--- config.mk ---
export PLATFORM = sky130hd
export DESIGN_NAME = muldiv_unit_flat
export DESIGN_NICKNAME = d
export VERILOG_FILES = /design/src/rtl/muldiv_unit_if.sv /design/src/rtl/muldiv_unit.sv /design/src/flat_wrapper.sv
export SDC_FILE = /design/constraint.sdc
export NUM_CORES = 1
export LEC_CHECK = 0
export BUFFER_PORTS_ARGS = -buffer_cell sky130_fd_sc_hd__buf_4
export CORE_MARGIN = 2
export CORE_UTILIZATION = 48
export DETAILED_ROUTE_END_ITERATION = 16
export PLACE_DENSITY = 0.65
export SLEW_MARGIN = 5
export SYNTH_ARGS = -nofsm -noshare
export SYNTH_HDL_FRONTEND = slang
export SYNTH_SLANG_ARGS = --single-unit
--- constraint.sdc ---
create_clock -name clk -period 6.2 [get_ports clk]
set_clock_uncertainty 0.2 [all_clocks]
set_input_delay 0.62 -clock clk [delete_from_list [all_inputs] [get_ports clk]]
set_output_delay 0.62 -clock clk [all_outputs]
set_load 0.005 [all_outputs]
--- src/rtl/muldiv_unit_if.sv ---
// Request/response channel of the RV32M multiply/divide unit.
// Master drives operands, op and resp_ready; slave returns handshake, result and busy.
interface muldiv_unit_if #(
  parameter int XLEN = 32
);
  logic            req_valid;
  logic            req_ready;
  logic [XLEN-1:0] A;
  logic [XLEN-1:0] B;
  logic [2:0]      op;
  logic            resp_valid;
  logic            resp_ready;
  logic [XLEN-1:0] result;
  logic            busy;

  modport master (
    output req_valid, A, B, op, resp_ready,
    input  req_ready, resp_valid, result, busy
  );

  modport slave (
    input  req_valid, A, B, op, resp_ready,
    output req_ready, resp_valid, result, busy
  );
endinterface

--- src/rtl/muldiv_unit.sv ---
// Iterative RV32M mul/div (shift-add multiply, restoring divide); resp_valid XLEN+1 cycles after accept.
// Backpressure: result held in DONE until resp_ready; req_ready is high only in IDLE.
module muldiv_unit #(
  parameter int XLEN = 32
) (
  input logic          clk,
  input logic          rst_n,
  muldiv_unit_if.slave bus
);
  typedef enum logic [1:0] {IDLE, CALC, FIX, DONE} state_t;

  localparam int              CW       = $clog2(XLEN);
  localparam logic [CW-1:0]   CNT_LAST = CW'(XLEN - 1);
  localparam logic [XLEN-1:0] SMIN     = {1'b1, {(XLEN-1){1'b0}}};

  state_t            state, state_nxt;
  logic [CW-1:0]     cnt;
  logic [2:0]        op_r;
  logic [XLEN-1:0]   a_raw, mag_a, mag_b, result_r;
  logic              a_neg, b_neg, b_zero, ovf;
  logic [2*XLEN-1:0] work;

  logic              sgn_a, sgn_b;
  logic [XLEN-1:0]   abs_a, abs_b;
  logic [XLEN:0]     add_sum, sub_shift, sub_diff;
  logic [2*XLEN-1:0] prod_s;
  logic [XLEN-1:0]   quo_s, rem_s, fix_val;

  always_ff @(posedge clk or negedge rst_n) begin
    if (!rst_n) state <= IDLE;
    else        state <= state_nxt;
  end

  always_comb begin
    state_nxt = state;
    case (state)
      IDLE:    if (bus.req_valid) state_nxt = CALC;
      CALC:    if (cnt == CNT_LAST) state_nxt = FIX;
      FIX:     state_nxt = DONE;
      DONE:    if (bus.resp_ready) state_nxt = IDLE;
      default: state_nxt = IDLE;
    endcase
  end

  always_comb begin
    bus.req_ready  = (state == IDLE);
    bus.resp_valid = (state == DONE);
    bus.busy       = (state != IDLE);
  end

  assign bus.result = result_r;

  // Operand signedness by funct3; MUL is treated as signed since its low half is sign-agnostic.
  always_comb begin
    sgn_a = 1'b0;
    sgn_b = 1'b0;
    case (bus.op)
      3'd0, 3'd1, 3'd4, 3'd6: begin
        sgn_a = 1'b1;
        sgn_b = 1'b1;
      end
      3'd2:    sgn_a = 1'b1;
      default: ;
    endcase
    abs_a = (sgn_a && bus.A[XLEN-1]) ? (~bus.A + 1'b1) : bus.A;
    abs_b = (sgn_b && bus.B[XLEN-1]) ? (~bus.B + 1'b1) : bus.B;
  end

  // work holds {acc, multiplier} for multiply and {remainder, dividend/quotient} for divide.
  always_comb begin
    add_sum   = {1'b0, work[2*XLEN-1:XLEN]} + (work[0] ? {1'b0, mag_a} : {(XLEN+1){1'b0}});
    sub_shift = work[2*XLEN-1:XLEN-1];
    sub_diff  = sub_shift - {1'b0, mag_b};
  end

  always_comb begin
    prod_s = (a_neg ^ b_neg) ? (~work + 1'b1) : work;
    quo_s  = (a_neg ^ b_neg) ? (~work[XLEN-1:0] + 1'b1) : work[XLEN-1:0];
    rem_s  = a_neg ? (~work[2*XLEN-1:XLEN] + 1'b1) : work[2*XLEN-1:XLEN];
    case (op_r)
      3'd0:             fix_val = prod_s[XLEN-1:0];
      3'd1, 3'd2, 3'd3: fix_val = prod_s[2*XLEN-1:XLEN];
      3'd4, 3'd5:       fix_val = b_zero ? {XLEN{1'b1}} : (ovf ? SMIN : quo_s);
      default:          fix_val = b_zero ? a_raw : (ovf ? {XLEN{1'b0}} : rem_s);
    endcase
  end

  always_ff @(posedge clk or negedge rst_n) begin
    if (!rst_n) begin
      cnt      <= '0;
      op_r     <= '0;
      a_raw    <= '0;
      mag_a    <= '0;
      mag_b    <= '0;
      a_neg    <= 1'b0;
      b_neg    <= 1'b0;
      b_zero   <= 1'b0;
      ovf      <= 1'b0;
      work     <= '0;
      result_r <= '0;
    end else begin
      case (state)
        IDLE: begin
          if (bus.req_valid) begin
            cnt    <= '0;
            op_r   <= bus.op;
            a_raw  <= bus.A;
            mag_a  <= abs_a;
            mag_b  <= abs_b;
            a_neg  <= sgn_a && bus.A[XLEN-1];
            b_neg  <= sgn_b && bus.B[XLEN-1];
            b_zero <= (bus.B == '0);
            ovf    <= ((bus.op == 3'd4) || (bus.op == 3'd6)) && (bus.A == SMIN) && (bus.B == '1);
            work   <= {{XLEN{1'b0}}, (bus.op[2] ? abs_a : abs_b)};
          end
        end
        CALC: begin
          cnt <= cnt + 1'b1;
          if (!op_r[2])
            work <= {add_sum, work[XLEN-1:1]};
          else if (sub_diff[XLEN])
            work <= {sub_shift[XLEN-1:0], work[XLEN-2:0], 1'b0};
          else
            work <= {sub_diff[XLEN-1:0], work[XLEN-2:0], 1'b1};
        end
        FIX:     result_r <= fix_val;
        default: ;
      endcase
    end
  end
endmodule

--- src/flat_wrapper.sv ---
// flat-port wrapper written by rule: the top's interface ports become plain ports
module muldiv_unit_flat 
#(
  parameter int XLEN = 32
)
  (clk, rst_n, bus_req_valid, bus_A, bus_B, bus_op, bus_resp_ready, bus_req_ready, bus_resp_valid, bus_result, bus_busy);
  muldiv_unit_if #(.XLEN(XLEN)) bus_i ();
  input logic clk;
  input logic rst_n;
  input wire logic [$bits(bus_i.req_valid)-1:0] bus_req_valid;
  input wire logic [$bits(bus_i.A)-1:0] bus_A;
  input wire logic [$bits(bus_i.B)-1:0] bus_B;
  input wire logic [$bits(bus_i.op)-1:0] bus_op;
  input wire logic [$bits(bus_i.resp_ready)-1:0] bus_resp_ready;
  output wire logic [$bits(bus_i.req_ready)-1:0] bus_req_ready;
  output wire logic [$bits(bus_i.resp_valid)-1:0] bus_resp_valid;
  output wire logic [$bits(bus_i.result)-1:0] bus_result;
  output wire logic [$bits(bus_i.busy)-1:0] bus_busy;
  assign bus_i.req_valid = bus_req_valid;
  assign bus_i.A = bus_A;
  assign bus_i.B = bus_B;
  assign bus_i.op = bus_op;
  assign bus_i.resp_ready = bus_resp_ready;
  assign bus_req_ready = bus_i.req_ready;
  assign bus_resp_valid = bus_i.resp_valid;
  assign bus_result = bus_i.result;
  assign bus_busy = bus_i.busy;
  muldiv_unit #(.XLEN(XLEN)) u_core (.clk(clk), .rst_n(rst_n), .bus(bus_i));
endmodule
==> impl_metrics.tcl <==
set metrics [dict create \
    final_antenna_net_count 0 \
    path_max_fanout 36 \
    diodes 0 \
    vias 16100 \
    synth_warnings 0 \
    yosysMostFrequentCell "dfrtp_1" \
    clockBufferDepth 3 \
    cp.required_ns 6.44 \
    final_util 0.544 \
    syn_nets 2220 \
    cp-end-kind "register" \
    status "finished clean" \
    rsz0062_at_grt "no" \
    ys_ff_latch 205 \
    root_buffer "clkbuf_16" \
    clkTransAtPathRegs_ns 0.06 \
    cp-start-kind "register" \
    htree_levels 1 \
    grt_use_total 0.332 \
    hp-class "in -> reg" \
    crit_type "reg -> reg" \
    powerDensity_nw_per_um2 591 \
    final-hold-violation-count 0 \
    grt_antenna_before_repair 1 \
    yosysTopAreaCell "dfrtp_1" \
    cts.sinks 205 \
    yosys-top-cells-area "dfrtp_1 (30%), xnor2_1 (6.0%), o21ai_0 (5.6%), ha_1 (5.6%), a21oi_1 (5.4%)" \
    gp_congestion 0.936 \
    io_buffers 105 \
    timing.fmax_mhz 215 \
    rows 68 \
    totalWireLength_um 60900 \
    regArea_um2 5130 \
    fp.dieW_um 191 \
    synthArstFlopShare 1.00 \
    synth-edff-count 0 \
    grt_pass1_wl_um 92600 \
    drt_iter0_drc 1584 \
    min_period_ns 4.65 \
    maxCapViolCount 0 \
    hold_depth 2 \
    cts_setup_buffers 0 \
    setup_viol 0 \
    drc 0 \
    finalSetupTns_ns 0 \
    grt_pass1_vias 15300 \
    clk_latency_ns 0.58 \
    rr_startpoint "u_core.work[0]" \
    vias_per_cell 6.28 \
    yosysUniqueCellTypes 79 \
    synth_top_flop_cell "dfrtp_1" \
    ios 106 \
    synth-seq-area-share 0.305 \
    period_share 0.749 \
    die_area_um2 36600 \
    fp.dieH_um 191 \
    rrSetupSlack_ns 1.55 \
    wl_per_cell_um 23.8 \
    multi_input_area_um2 10900 \
    worstMarginPinSlew_ns 1.16 \
    arrival_ns 4.89 \
    worst_r2r_path_depth 13 \
    dp.final_hpwl_um 45500 \
    synthTopCellsByCount "dfrtp_1 (205), o21ai_0 (189), a21oi_1 (181), nor2_1 (178), nand2_1 (172)" \
    slew_headroom 0.221 \
    synthCells 2072 \
    synth_top_area_share 0.305 \
    cts_tree "yes" \
    firstDrtPassIters 6 \
    hold_path_end "u_core.b_zero" \
    fillers 3397 \
    drive_above_1_share 0.128 \
    syn_area_um2 16800 \
    overflow 0 \
    peakVddDrop_mv 0.315 \
    leakage_nw 8.34 \
    maxSlewViolCount 0 \
    ctsResizeCount 0 \
    grt_start_max_net_pins 109 \
    initial_core_util 0.487 \
    nNetsFinal 2236 \
    design.core.area_um2 34500 \
    syn_to_final_growth_pct 11.7 \
    avgSynthCellArea_um2 8.13 \
    cts_buffers 26 \
    r2r-end "u_core.work[54]" \
    hp-start "bus_B[31]" \
]
## per-stage QoR
| stage | setup slack, ns | cell area (um^2) | std cells | hold WS (ns) | power (mW) |
|---|---|---|---|---|---|
| after detailed placement | 1.60 | 18000 | 2514 | 0.265 | 9.44 |
| final | 1.55 | 18800 | 2561 | 0.0924 | 11.1 |
| after global placement | 1.78 | 18000 | 2514 | 0.255 | 9.39 |
| after floorplan | 2.70 | 16800 | 2072 | 0.124 | 7.31 |
| after global routing | 1.25 | 18800 | 2561 | 0.0933 | 11.9 |
| after CTS | 1.60 | 18800 | 2561 | 0.0828 | 11.0 |
## critical path, stage by stage, from the launching register on
cell and delay, ns:
dfrtp_1 1.05, nand2_1 0.23, inv_1 0.12, ha_1 0.24, a211oi_1 0.24, nor2_1 0.12, a41o_1 0.28, a31oi_1 0.45
o211ai_1 0.27, a41oi_1 0.49, o21ai_0 0.20, xnor2_1 0.17, o221ai_1 0.14, a32o_1 0.31
## sequential cells by signal, summed over array words and instances (netlist names)
register,count
u_core.work,64
u_core.bus.result,32
u_core.mag_a,32
u_core.mag_b,32
u_core.a_raw,31
u_core.cnt,5
u_core.op_r,3
u_core.state,2
u_core.a_neg,1
u_core.b_neg,1
u_core.b_zero,1
u_core.ovf,1
## layout by cell type (no fill, tap or decap), types with 7 or more instances in the layout
master	n
a211oi_1	48
a21o_1	41
a21oi_1	181
a221oi_1	35
a22oi_1	19
a31oi_1	22
and2_1	36
and3_1	11
buf_4	133
clkbuf_16	26
dfrtp_1	204
ha_1	73
inv_1	83
mux2_2	53
mux2i_1	39
nand2_1	171
nand2b_1	20
nand3_1	42
nand4_1	20
nor2_1	177
nor2b_1	8
nor3_1	32
nor4_1	13
o211ai_1	8
o21a_1	11
o21ai_0	189
o21ai_1	7
o221ai_1	19
o31ai_1	20
o41ai_1	10
or3_1	16
or4_1	15
xnor2_1	113
xor2_1	89
## cell families (layout without fill, tap and decap cells)
kind of cell	count (synthesis)	count (layout)	share of synthesized area
compound gates	665	665	0.249
simple gates	595	595	0.170
buf+inv	232	266	0.0522
xor+xnor	205	205	0.107
flops	205	205	0.305
mux	93	93	0.0593
fa+ha+maj	77	77	0.0581
## per-layer routing
layer / wire (um) / track usage / up-vias
met5: 0 / 0 / -
met2: 27000 / 0.515 / 645
met1: 27100 / 0.466 / 7836
met4: 2810 / 0.132 / 0
li1: - / - / 7469
met3: 4070 / 0.0442 / 138
## repair_timing
| item | in CTS | in global routing |
|---|---|---|
| endpoints found under the hold margin | 97 | 0 |
| hold buffers | 1 | 0 |
| endpoints found under the setup margin | 0 | 0 |
## area by class of cell
type | count | share of cell area
Tap cell | 455 | 0.0303
Multi-Input combinational cell | 1635 | 0.580
Sequential cell | 205 | 0.273
Inverter | 84 | 0.0168
Clock buffer | 32 | 0.0369
Timing Repair Buffer | 136 | 0.0555
Clock inverter | 14 | 0.00779
## power by group
part           leakage, nW  internal [mW]  switching (mW)
Clock                0.407          0.878           0.648
Sequential            2.49           1.96           0.721
Combinational         5.45           2.68            4.23
Total                 8.34           5.52            5.60
## worst max-delay path by stage
stage | start | end | cells after the start
floorplan | u_core.work[0] | u_core.work[54] | 15
global placement | u_core.work[31] | u_core.work[38] | 15
detailed placement | u_core.work[32] | u_core.work[38] | 14
CTS | u_core.work[32] | u_core.work[45] | 14
global route | u_core.work[32] | u_core.work[38] | 14
finish | u_core.work[0] | u_core.work[54] | 13
Note: power is estimated with default switching activity, not from simulation.
